### config.mk
export PLATFORM = sky130hd
export DESIGN_NAME = serial_adder
export DESIGN_NICKNAME = d
export VERILOG_FILES = /design/src/rtl/serial_adder.sv
export SDC_FILE = /design/constraint.sdc
export NUM_CORES = 1
export LEC_CHECK = 0
export BUFFER_PORTS_ARGS = -buffer_cell sky130_fd_sc_hd__clkbuf_2
export CORE_MARGIN = 4
export CORE_UTILIZATION = 39
export CTS_CLUSTER_DIAMETER = 100
export CTS_CLUSTER_SIZE = 40
export DETAILED_ROUTE_END_ITERATION = 12
export GPL_TIMING_DRIVEN = 0
export SKIP_CTS_REPAIR_TIMING = 1
export SLEW_MARGIN = 10
export SYNTH_ARGS = -nofsm -noshare
export SYNTH_HDL_FRONTEND = slang
export SYNTH_SLANG_ARGS = --single-unit
### constraint.sdc
create_clock -name CLK -period 2 [get_ports CLK]
set_input_delay 0.4 -clock CLK [delete_from_list [all_inputs] [get_ports CLK]]
set_output_delay 0.4 -clock CLK [all_outputs]
set_load 0.05 [all_outputs]
### src/rtl/serial_adder.sv
// Purpose : bit-serial WIDTH-bit unsigned adder, LSB first, one bit per clock.
// Latency : WIDTH cycles from START acceptance to the DONE pulse; one addition per WIDTH+1 cycles.
// Backpr. : none; START is only accepted in IDLE/FIN and is ignored while BUSY is high.
//
// Ports: CLK/RST (async active-high), START + A/B operand load, BUSY (RUN state),
//        DONE (1-cycle pulse), S/C registered sum and carry-out, held until next completion,
//        OVF registered signed overflow (only when SERIAL_ADDER_OVF_EN is defined).

// Half adder cell: s = a ^ b, c = a & b.
module half_adder (
  input  logic a,
  input  logic b,
  output logic s,
  output logic c
);
  assign s = a ^ b;
  assign c = a & b;
endmodule

module serial_adder #(
  parameter int WIDTH = 8
) (
  input  logic             CLK,
  input  logic             RST,
  input  logic             START,
  input  logic [WIDTH-1:0] A,
  input  logic [WIDTH-1:0] B,
  output logic             BUSY,
  output logic             DONE,
  output logic [WIDTH-1:0] S,
  output logic             C
`ifdef SERIAL_ADDER_OVF_EN
  ,
  output logic             OVF
`endif
);

  localparam int CW = (WIDTH > 1) ? $clog2(WIDTH) : 1;
  localparam logic [CW-1:0] LAST = CW'(WIDTH - 1);

  typedef enum logic [1:0] {
    IDLE = 2'd0,
    RUN  = 2'd1,
    FIN  = 2'd2
  } state_t;

  state_t           state;
  logic [WIDTH-1:0] a_sh;
  logic [WIDTH-1:0] b_sh;
  logic [WIDTH-1:0] sum_sh;
  logic [CW-1:0]    cnt;
  logic             cy;

  // Structural full adder: two half adders plus an OR for the carry.
  logic s1, c1, c2, fa_sum, fa_cout;

  half_adder u_ha0 (.a(a_sh[0]), .b(b_sh[0]), .s(s1),     .c(c1));
  half_adder u_ha1 (.a(s1),      .b(cy),      .s(fa_sum), .c(c2));
  assign fa_cout = c1 | c2;

  // Sum shift register after this bit is inserted; on the last bit this is the full result.
  logic [WIDTH-1:0] sum_next;
  assign sum_next = {fa_sum, sum_sh[WIDTH-1:1]};

  always_ff @(posedge CLK or posedge RST) begin
    if (RST) begin
      state  <= IDLE;
      a_sh   <= '0;
      b_sh   <= '0;
      sum_sh <= '0;
      cnt    <= '0;
      cy     <= 1'b0;
      BUSY   <= 1'b0;
      DONE   <= 1'b0;
      S      <= '0;
      C      <= 1'b0;
`ifdef SERIAL_ADDER_OVF_EN
      OVF    <= 1'b0;
`endif
    end else begin
      DONE <= 1'b0;
      case (state)
        // FIN accepts START exactly like IDLE so back-to-back operation loses no cycle.
        IDLE, FIN: begin
          if (START) begin
            a_sh   <= A;
            b_sh   <= B;
            sum_sh <= '0;
            cnt    <= '0;
            cy     <= 1'b0;
            BUSY   <= 1'b1;
            state  <= RUN;
          end else begin
            state  <= IDLE;
          end
        end
        RUN: begin
          a_sh   <= a_sh >> 1;
          b_sh   <= b_sh >> 1;
          sum_sh <= sum_next;
          cy     <= fa_cout;
          cnt    <= cnt + 1'b1;
          if (cnt == LAST) begin
            S     <= sum_next;
            C     <= fa_cout;
`ifdef SERIAL_ADDER_OVF_EN
            // cy is the carry into the MSB at this point.
            OVF   <= cy ^ fa_cout;
`endif
            BUSY  <= 1'b0;
            DONE  <= 1'b1;
            state <= FIN;
          end
        end
        default: state <= IDLE;
      endcase
    end
  end

endmodule

# Word level (Yosys, flattened, before mapping)
# Cells that the tools add are included.
# Widths: inputs -> output; s select.
word_totals:
  ff_bits: 41
  latch_bits: 0
  ram_bits: 0
  rom_bits: 0
  inputBits: 19
  output_inout_bits: 11
  elab_cells: 45
  mem_count: 0
op_classes:
  add_sub_neg: 1
  mul: 0
  div_mod_pow: 0
  n_lt_le_gt_ge: 0
  eq_ne: 5
  n_shift: 0
  n_mux: 18
  bitwise_logic: 5
  n_reduce_logical: 6
ops:
  columns: ["op", "n"]
  rows:
  - ["$pmux 8 s2", 3]
  - ["$mux 8", 3]
  - ["$mux 1", 6]
  - ["$pmux 3 s2", 1]
  - ["$ne 2x2->1 const B", 2]
  - ["$pmux 1 s2", 2]
  - ["$pmux 2 s2", 1]
  - ["$reduce_and 2->1", 2]
  - ["$add 3x1->3 const B", 1]
  - ["$eq 3x3->1 const B", 1]
  - ["$mux 3", 1]
  - ["$reduce_and 3->1", 1]
  - ["$and 1x1->1", 2]
  - ["$eq 2x1->1 const B", 1]
  - ["$eq 2x2->1 const B", 1]
  - ["$logic_not 2->1", 1]
  - ["$mux 2", 1]
  - ["$reduce_bool 2->1", 1]
  - ["$reduce_or 2->1", 1]
  - ["$xor 1x1->1", 2]
  - ["$or 1x1->1", 1]

# Depth between registers and ports, before layout
# Gate-level depths: netlist of run 1.
logic_depth:
  ltp_word: 4
  ltp_mapped: 5
  depth_no_buf: 5

# Hierarchy
# From an unflattened synthesis of run 1, not the netlist that was laid out.
hier_totals:
  cells_unflattened: 160
  area_unflattened_um2: 1874.3
modules_own_cells:
  columns: ["mod", "n_inst", "cells_each", "area_each_um2", "seq_area_each_um2"]
  rows:
  - ["serial_adder", 1, 158, 1849.3, 1001.0]
  - ["half_adder", 2, 1, 12.5, 0.0]

# Worst setup path after synthesis of run 1
# Ideal clock, no wire load.
synth_path:
  kind: "register to register"
  start: "register cnt[0]"
  end: "register S[0]"
  setup_time_ps: 127
  arrival_ps: 1271
  required_ps: 1873
  slack_ps: 601
  stages_incl_launch_ff: 6
  path_buffers: 0
  period_less_slack_ps: 1399
  cell_sequence: "dfrtp_1 ha_1 ha_1 nand2_4 inv_2 mux2_1"
synth_via:
  elab_chain_len: 2
synth_rtl:
  columns: ["item", "line_no", "rtl"]
  rows:
  - ["start, declared", "51", "logic [CW-1:0] cnt;"]
  - ["start signal, assigned", "102", "cnt <= cnt + 1'b1;"]
  - ["$eq 3x3->1", "103", "if (cnt == LAST) begin"]
  - ["$reduce_and 2->1 (no source line)", null, null]
  - ["end signal, assigned", "104", "S <= sum_next;"]
  - ["end, declared", "30", "output logic [WIDTH-1:0] S,"]
# Every way passes these cells.
# A chain may end at the register's enable or synchronous reset.

# Worst setup path after layout of run 1
layout_path:
  start: "register cnt[0]"
  end: "register S[5]"
# Same word-level chain as after synthesis.

==> results of run 1 <==
==> critical path: stages (launching register included) <==
cell and delay [ps]:
dfrtp_1 410, ha_1 210, ha_1 230, nand2_4 150, inv_2 80, mux2_1 310
==> power by group through the flow <==
| stage | clock network (mW) | registers, mW | logic [mW] |
|---|---|---|---|
| 2_1_floorplan | 0 | 1.66 | 0.978 |
| 3_3_place_gp | 0 | 1.40 | 1.53 |
| 3_5_place_dp | 0 | 1.43 | 1.58 |
| 4_1_cts | 0.511 | 1.41 | 1.59 |
| 5_1_grt | 0.540 | 1.46 | 1.73 |
| 6_report | 0.492 | 1.40 | 1.56 |
==> registers in the layout, indices dropped and copies added, names as in the netlist <==
signal  flops
BUSY        1
C           1
DONE        1
S           8
a_sh        8
b_sh        8
cnt         3
cy          1
state       2
sum_sh      7
==> layer usage <==
layer	global-route usage (%)	routed length [um]
met1	17.0	1580
met4	6.99	59
met5	0	0
met3	2.90	139
met2	20.4	1620
==> Yosys cell counts, drive strengths merged (2+ instances only) <==
cell type / instances
mux2i: 2
nor2: 2
nand3: 2
clkbuf: 3
o21ai: 11
dfrtp: 40
a22o: 5
nand2b: 8
a21oi: 13
o22ai: 12
ha: 2
inv: 16
mux2: 15
nand2: 8
buf: 5
==> worst paths after layout <==
kind	slack, ps	cells past startpoint	start	end
worst max register to register	480	5	cnt[0]$_DFFE_PP0P_	S[5]$_DFFE_PP0P_
max in group asynchronous	1700	3	RST	S[6]$_DFFE_PP0P_
worst min register to register	490	1	S[0]$_DFFE_PP0P_	S[0]$_DFFE_PP0P_
worst min-delay path	110	3	RST	S[7]$_DFFE_PP0P_
worst max-delay path	480	5	cnt[0]$_DFFE_PP0P_	S[5]$_DFFE_PP0P_
min in group CLK	400	3	A[2]	a_sh[2]$_DFFE_PP0P_
==> layout make-up <==
cell class / count / area [sq um] / area share [%]
Buffer: 8 / 48.8 / 2.32
Clock buffer: 6 / 72.6 / 3.45
Clock inverter: 1 / 5.00 / 0.238
Inverter: 16 / 60.1 / 2.86
Multi-Input combinational cell: 88 / 684 / 32.6
Sequential cell: 40 / 1000 / 47.6
Tap cell: 52 / 65.1 / 3.10
Timing Repair Buffer: 30 / 165 / 7.86
==> per-stage QoR <==
| stage | power, mW | instances |
|---|---|---|
| global placement | 2.93 | 233 |
| finish | 3.46 | 241 |
| global route | 3.73 | 241 |
| CTS | 3.51 | 241 |
| detailed placement | 3.01 | 234 |
| floorplan | 2.64 | 152 |
==> cells by family after synthesis <==
kind of cell,after synthesis,share of synthesized area (%)
adders and majority gates,3,2.51
DFF,40,55.8
buffers and inverters,24,6.07
muxes,17,10.5
and+or+nand+nor,24,8.23
xor gates and xnor gates,1,0.488
AOI/OAI and AO/OA,43,16.4
==> flow_summary_export.csv, run 1 <==
group,metric,value,unit
power_and_ir_drop,p_sw,1.42,mW
synth,synth_edf_count,0,
drt,wl,3400,um
synth,syn_area,0.00179,sq mm
flow_run,maxCapViolCount,0,
floorplan,start_util,40.6,%
sta,fin_crit,1520,ps
placement,place.gp.congestion,0.770,
final_layout,layout_commonest_cell,"dfrtp_1",
setup_path,critPathMaxFanout,8,
synth,yosysUniqueCellTypes,30,
power_and_ir_drop,p_per_area,1650,mW/mm^2
final_layout,layout_common_cells,"40 x dfrtp_1, 29 x clkbuf_2, 15 x mux2_1, 13 x inv_1, 12 x o22ai_1",
final_layout,syn_to_final_growth,17.2,%
grt,grt_pass1_wl,5640,um
grt,grt_usage,13.1,%
final_layout,num_antenna_cells,0,
synth,ys_seq_area_share,55.8,%
setup_path,worstSetupEndpointType,"register",
clock_tree,h-tree-depth,2,
floorplan,io_pins,30,
final_layout,fin_area,0.00210,sq mm
final_layout,drive_above_1_share,30.7,%
power_and_ir_drop,intPower,2.04,mW
grt,grt-ovfl-total,0,
final_layout,nets,211,
sta,setup_tns,0,ps
floorplan,die-area,0.00575,sq mm
status,status,"complete, no violations",
sta,setup_viol_count_final,0,
sta,maxSlewHeadroom,67.7,%
clock_tree,cts_buffers,5,
setup_path,cp.required,2160,ps
floorplan,core_area,0.00441,sq mm
clock_tree,clock_tree.root_cell,"clkbuf_8",
synth,syn-num-nets,174,
sta,drv_slew,0,
sta,hold-worst-slack,109,ps
grt,grt_start_max_net_pins,41,
drt,via_per_inst,5.14,
synth,synth_area_per_cell,11.8,sq um
synth,synth-seq-cells,40,
sta,rsz0062_at_grt,"false",
final_layout,fill_cells,405,
sta,worst_pin_slew,485,ps
drt,vias,1238,
final_layout,post-route-util,47.6,%
grt,antenna_found_initial,0,
drt,wl_per_cell,14.1,um
sta,fin_ws,482,ps
synth,syn_inst,152,
grt,grt_pass1_vias,1266,
placement,dp_hpwl,2420,um
drt,drcViolationCount,0,
power_and_ir_drop,ir_drop,0.000623,V
power_and_ir_drop,p_leak,1.04,nW
drt,ant_nets,0,
synth,synth_area_leaders,"dfrtp_1 56%, mux2_1 9.4%, a21oi_2 4.9%",
power_and_ir_drop,power_frac_comb,45.2,%
clock_tree,clk_latency,290,ps
floorplan,num_rows,24,
synth,synthArstFlopShare,100,%
sta,fin_worst_skew,6.22,ps
power_and_ir_drop,seq_power_share,40.6,%
sta,finalCritPeriodShare,75.9,%
clock_tree,numClockSinks,40,
synth,ys.flop_type,"dfrtp_1",
clock_tree,cts_tree,"yes",
drt,first_pass_iters,4,
power_and_ir_drop,p_clk_share,14.2,%
placement,place_area,0.00202,sq mm
power_and_ir_drop,sw_frac_of_total,41.2,%
synth,yosys_warnings,0,
placement,pre_cts_ws,467,ps
sta,hold_violations,0,
setup_path,startpoint_type,"register",
setup_path,worst_ep_arrival_time,1680,ps
clock_tree,clock_tree.buffer_depth,2,
synth,synth.top_cell.area_share,55.8,%
floorplan,die_w,75.8,um
clock_tree,clk_pin_slew,70,ps
drt,drt_iter0_drc,49,
setup_path,critPathKind,"register to register",
synth,synth_top_area_cell,"dfrtp_1",
worst_hold_path,holdCritPathClass,"input port to async pin",
floorplan,die_y,75.8,um
sta,timing.fmax,659,MHz
placement,port_buffers,29,
(Power assumes the default switching activity.)
==> inputs of run 2 (changes only) <==
Clock period 2 ns to 1.4 ns, I/O delays scaled along.
==> flow_summary_export.csv, run 2 (synthesis results as in run 1) <==
group,metric,value,unit
power_and_ir_drop,p_per_area,2350,mW/mm^2
sta,fin_crit,1360,ps
floorplan,die-area,0.00575,sq mm
final_layout,nets,217,
drt,wl_per_cell,14.1,um
clock_tree,h-tree-depth,2,
drt,first_pass_iters,4,
setup_path,worstSetupEndpointType,"register",
setup_path,cp.required,1560,ps
grt,antenna_found_initial,0,
setup_path,critPathKind,"register to register",
status,status,"finished, violations left",
final_layout,drive_above_1_share,35.4,%
clock_tree,clock_tree.root_cell,"clkbuf_8",
worst_hold_path,holdCritPathClass,"input port to async pin",
floorplan,num_rows,24,
final_layout,num_antenna_cells,0,
drt,drcViolationCount,0,
final_layout,syn_to_final_growth,21.8,%
clock_tree,cts_tree,"yes",
final_layout,layout_commonest_cell,"dfrtp_1",
grt,grt-ovfl-total,0,
grt,grt_usage,13.1,%
drt,wl,3490,um
drt,ant_nets,0,
power_and_ir_drop,finalPower,5.13,mW
final_layout,layout_common_cells,"39 x dfrtp_1, 31 x clkbuf_2, 15 x mux2_1, 13 x inv_1, 12 x o22ai_1",
power_and_ir_drop,seq_power_share,39.3,%
sta,drv_slew,0,
drt,vias,1266,
placement,place.gp.congestion,0.770,
sta,hold_violations,18,
setup_path,worst_ep_arrival_time,1530,ps
sta,hold-worst-slack,-12.4,ps
placement,dp_hpwl,2420,um
floorplan,io_pins,30,
power_and_ir_drop,power_frac_comb,47.0,%
status,violations,"negative hold slack",
power_and_ir_drop,p_leak,1.07,nW
drt,drt_iter0_drc,67,
sta,setup_tns,0,ps
sta,worst_pin_slew,492,ps
clock_tree,clk_pin_slew,70,ps
sta,fin_worst_skew,7.27,ps
power_and_ir_drop,ir_drop,0.000902,V
power_and_ir_drop,intPower,3.03,mW
floorplan,die_w,75.8,um
setup_path,startpoint_type,"register",
power_and_ir_drop,p_sw,2.10,mW
power_and_ir_drop,sw_frac_of_total,41.0,%
setup_path,critPathMaxFanout,8,
sta,maxSlewHeadroom,67.2,%
clock_tree,clock_tree.buffer_depth,2,
flow_run,maxCapViolCount,0,
clock_tree,clk_latency,290,ps
power_and_ir_drop,p_clk_share,13.7,%
grt,grt_pass1_wl,5640,um
drt,via_per_inst,5.13,
final_layout,top_regs,"S x8, a_sh x8, b_sh x8",
placement,port_buffers,29,
grt,grt_pass1_vias,1266,
clock_tree,cts_buffers,5,
sta,finalCritPeriodShare,97.4,%
grt,grt_start_max_net_pins,41,
clock_tree,numClockSinks,40,
floorplan,core_area,0.00441,sq mm
sta,timing.fmax,733,MHz
sta,setup_viol_count_final,0,
floorplan,start_util,40.6,%
floorplan,die_y,75.8,um
==> run 2: metrics by stage <==
step           util [%]  hold slack (ps)  cells  area, sq um  setup slack, ps
2_1_floorplan         -              450    152         1790             1.12
5_1_grt            49.5             14.1    247         2180            -2.71
3_5_place_dp       45.9              305    234         2020             -133
6_report           49.5            -12.4    247         2180             36.4
4_1_cts            47.6            -5.06    241         2100             -141
3_3_place_gp       45.4              466    233         2000             -281
==> run 2: cell type report <==
class / instances / area (sq um)
fill: 402 / 2230
sequential: 40 / 1000
multi-input combinational: 88 / 713
timing repair buffer: 36 / 210
clock buffer: 6 / 72.6
inverter: 16 / 65.1
tap: 52 / 65.1
buffer: 8 / 51.3
clock inverter: 1 / 5.00
==> run 2: path summary, 6_finish.rpt <==
kind	start	endpoint	slack [ps]	cells past startpoint
setup / recovery	cnt[0]$_DFFE_PP0P_	S[5]$_DFFE_PP0P_	40	5
hold / removal	RST	S[7]$_DFFE_PP0P_	-10	3
setup reg to reg	cnt[0]$_DFFE_PP0P_	S[5]$_DFFE_PP0P_	40	5
hold reg to reg	S[0]$_DFFE_PP0P_	S[0]$_DFFE_PP0P_	490	1
max in group asynchronous	RST	state[0]$_DFFE_PP0P_	1200	3
min in group CLK	A[2]	a_sh[2]$_DFFE_PP0P_	280	3
==> run 2: power by group through the flow <==
stage                     registers (mW)  logic (mW)  clock network (mW)
final                               2.01        2.41               0.705
after floorplan                     2.37        1.40                   0
after global routing                2.09        2.64               0.771
after CTS                           2.02        2.27               0.731
after detailed placement            2.04        2.26                   0
after global placement              2.01        2.18                   0
==> run 2: routing by layer <==
layer  routed length, um  vias up  part of all wire [%]  GRT usage [%]
li1                    -      608                     -              -
met1                1630      629                    47           17.0
met2                1670       24                    48           20.4
met3                 135        5                   3.9           2.90
met4                  59        0                   1.7           6.99
met5                   0        -                     0              0
==> run 2: critical path, stage by stage (launching register included) <==
cell and delay (ps):
dfrtp_1 400, ha_2 190, ha_4 180, nand2_8 120, inv_6 40, mux2_1 310
==> inputs of run 3 (changes only) <==
Settings changed: ABC_AREA set to 1.
==> flow_summary_export.csv, run 3 <==
group,metric,value,unit
status,status,"finished, violations left",
status,violations,"negative hold slack",
synth,syn_inst,221,
placement,place.gp.congestion,0.778,
floorplan,start_util,41.7,%
synth,yosysMostFrequentCell,"nand2_1",
synth,synth_area_leaders,"dfrtp_1 53%, nand2_1 15%, inv_1 7.8%",
synth,ys.flop_type,"dfrtp_1",
drt,drcViolationCount,0,
drt,wl_per_cell,11.6,um
synth,yosysUniqueCellTypes,19,
synth,synth_top_area_cell,"dfrtp_1",
synth,yosys_warnings,0,
drt,ant_nets,0,
final_layout,syn_to_final_growth,18.8,%
grt,grt_start_max_net_pins,23,
sta,setup_viol_count_final,0,
synth,yosys-top-cells-count,"75 x nand2_1, 40 x dfrtp_1, 39 x inv_1",
clock_tree,h-tree-depth,2,
power_and_ir_drop,ir_drop,0.000750,V
placement,dp_hpwl,2500,um
setup_path,critPathMaxFanout,10,
grt,antenna_found_initial,0,
synth,syn_area,0.00188,sq mm
synth,ys_seq_area_share,53.3,%
setup_path,cp_num_buf_inv,1,
floorplan,die_w,77.4,um
clock_tree,numClockSinks,40,
setup_path,critPathKind,"register to register",
grt,grt_pass1_vias,1320,
final_layout,fill_cells,457,
final_layout,layout_commonest_cell,"nand2_1",
clock_tree,clk_latency,290,ps
setup_path,crit_chain,"ha_1 > ha_1 > nand2_4 > buf_8 > nand2_1 > nand2_1",
power_and_ir_drop,p_per_area,2510,mW/mm^2
setup_path,ff2ff_setup_slack,100,ps
synth,synth-seq-cells,40,
sta,timing.fmax,769,MHz
synth,syn-num-nets,243,
floorplan,num_rows,24,
final_layout,top_regs,"S x8, a_sh x8, b_sh x8",
sta,worst_pin_slew,479,ps
drt,wl,3600,um
grt,grt_pass1_wl,6270,um
sta,drv_slew,0,
floorplan,die-area,0.00599,sq mm
drt,via_per_inst,4.54,
setup_path,slowest_stage,"dfrtp_1",
sta,hold_violations,13,
setup_path,cp.required,1630,ps
clock_tree,clock_tree.buffer_depth,2,
floorplan,die_y,77.4,um
drt,first_pass_iters,4,
floorplan,io_pins,30,
synth,synthArstFlopShare,100,%
clock_tree,cts_buffers,5,
floorplan,core_area,0.00450,sq mm
final_layout,num_antenna_cells,0,
synth,synth_area_per_cell,8.49,sq um
final_layout,drive_above_1_share,23.9,%
synth,synth.top_cell.area_share,53.3,%
sta,fin_worst_skew,6.07,ps
final_layout,layout_common_cells,"75 x nand2_1, 40 x dfrtp_1, 38 x inv_1, 29 x clkbuf_2, 28 x nand3_1",
setup_path,crit_family,"adder cells",
flow_run,maxCapViolCount,0,
sta,maxSlewHeadroom,68.0,%
sta,finalCritPeriodShare,92.9,%
drt,drt_iter0_drc,118,
clock_tree,clk_pin_slew,80,ps
setup_path,startpoint_type,"register",
clock_tree,clock_tree.root_cell,"clkbuf_8",
synth,synth_edf_count,0,
setup_path,worstSetupEndpointType,"register",
drt,vias,1411,
worst_hold_path,holdCritPathClass,"input port to async pin",
placement,port_buffers,29,
grt,grt-ovfl-total,0,
power_and_ir_drop,p_leak,1.28,nW
clock_tree,cts_tree,"yes",
grt,grt_usage,13.5,%
sta,hold-worst-slack,-10.2,ps
sta,fin_crit,1300,ps
sta,rsz0062_at_grt,"false",
final_layout,nets,280,
power_and_ir_drop,finalPower,5.60,mW
setup_path,slowest_delay,400,ps
setup_path,worst_ep_arrival_time,1530,ps
[run 3: area by class of cell]
class                           instances  area, sq um  area share (%)
Buffer                                  9         82.6            3.70
Timing Repair Buffer                   30          173            7.74
Sequential cell                        40         1000            44.9
Inverter                               42          163            7.30
Multi-Input combinational cell        130          634            28.5
Tap cell                               52         65.1            2.92
Clock buffer                            5         68.8            3.09
Clock inverter                          3         42.5            1.91
[run 3: final timing paths]
path	startpoint	endpoint	cells after the start
min in group CLK	A[7]	a_sh[7]$_DFFE_PP0P_	3
worst max-delay path	cnt[0]$_DFFE_PP0P_	C$_DFFE_PP0P_	6
max in group asynchronous	RST	C$_DFFE_PP0P_	3
worst min-delay path	RST	a_sh[5]$_DFFE_PP0P_	2
worst min register to register	cnt[0]$_DFFE_PP0P_	cnt[0]$_DFFE_PP0P_	1
worst max register to register	cnt[0]$_DFFE_PP0P_	C$_DFFE_PP0P_	6
[run 3: per-stage QoR]
stage / TNS, ps / utilization [%] / setup WS (ps) / instance area (sq um) / instances
4_1_cts: 0 / 49.4 / 61.8 / 2230 / 311
2_1_floorplan: 0 / - / 183 / 1880 / 221
6_report: 0 / 49.5 / 99.4 / 2230 / 311
3_5_place_dp: 0 / 46.9 / 84.7 / 2110 / 303
5_1_grt: 0 / 49.5 / 11.9 / 2230 / 311
3_3_place_gp: -15370 / 46.3 / -385 / 2090 / 302
[run 3: kinds of logic (layout without fill, tap and decap cells)]
group | Yosys count | in the layout | share of synthesized area (%)
flops | 40 | 40 | 53.3
fa+ha+maj | 3 | 3 | 2.40
buf+inv | 51 | 89 | 12.9
simple gates | 109 | 109 | 25.4
compound gates | 18 | 18 | 6.00
[run 3: routing by layer]
metal,GRT usage (%),share of wire [%],up-vias,wire length [um]
met5,0,0,-,0
met4,5.34,0.92,0,33
met3,5.09,4.8,2,172
met2,19.1,44,33,1590
met1,18.6,50,635,1810
li1,-,-,741,-
[run 3: report_power, final]
part           switching [mW]  leakage, nW  internal, mW  total (mW)
clock                   0.411       0.0541         0.527       0.938
sequential              0.264        0.496          1.69        1.95
combinational            1.78        0.726         0.924        2.71
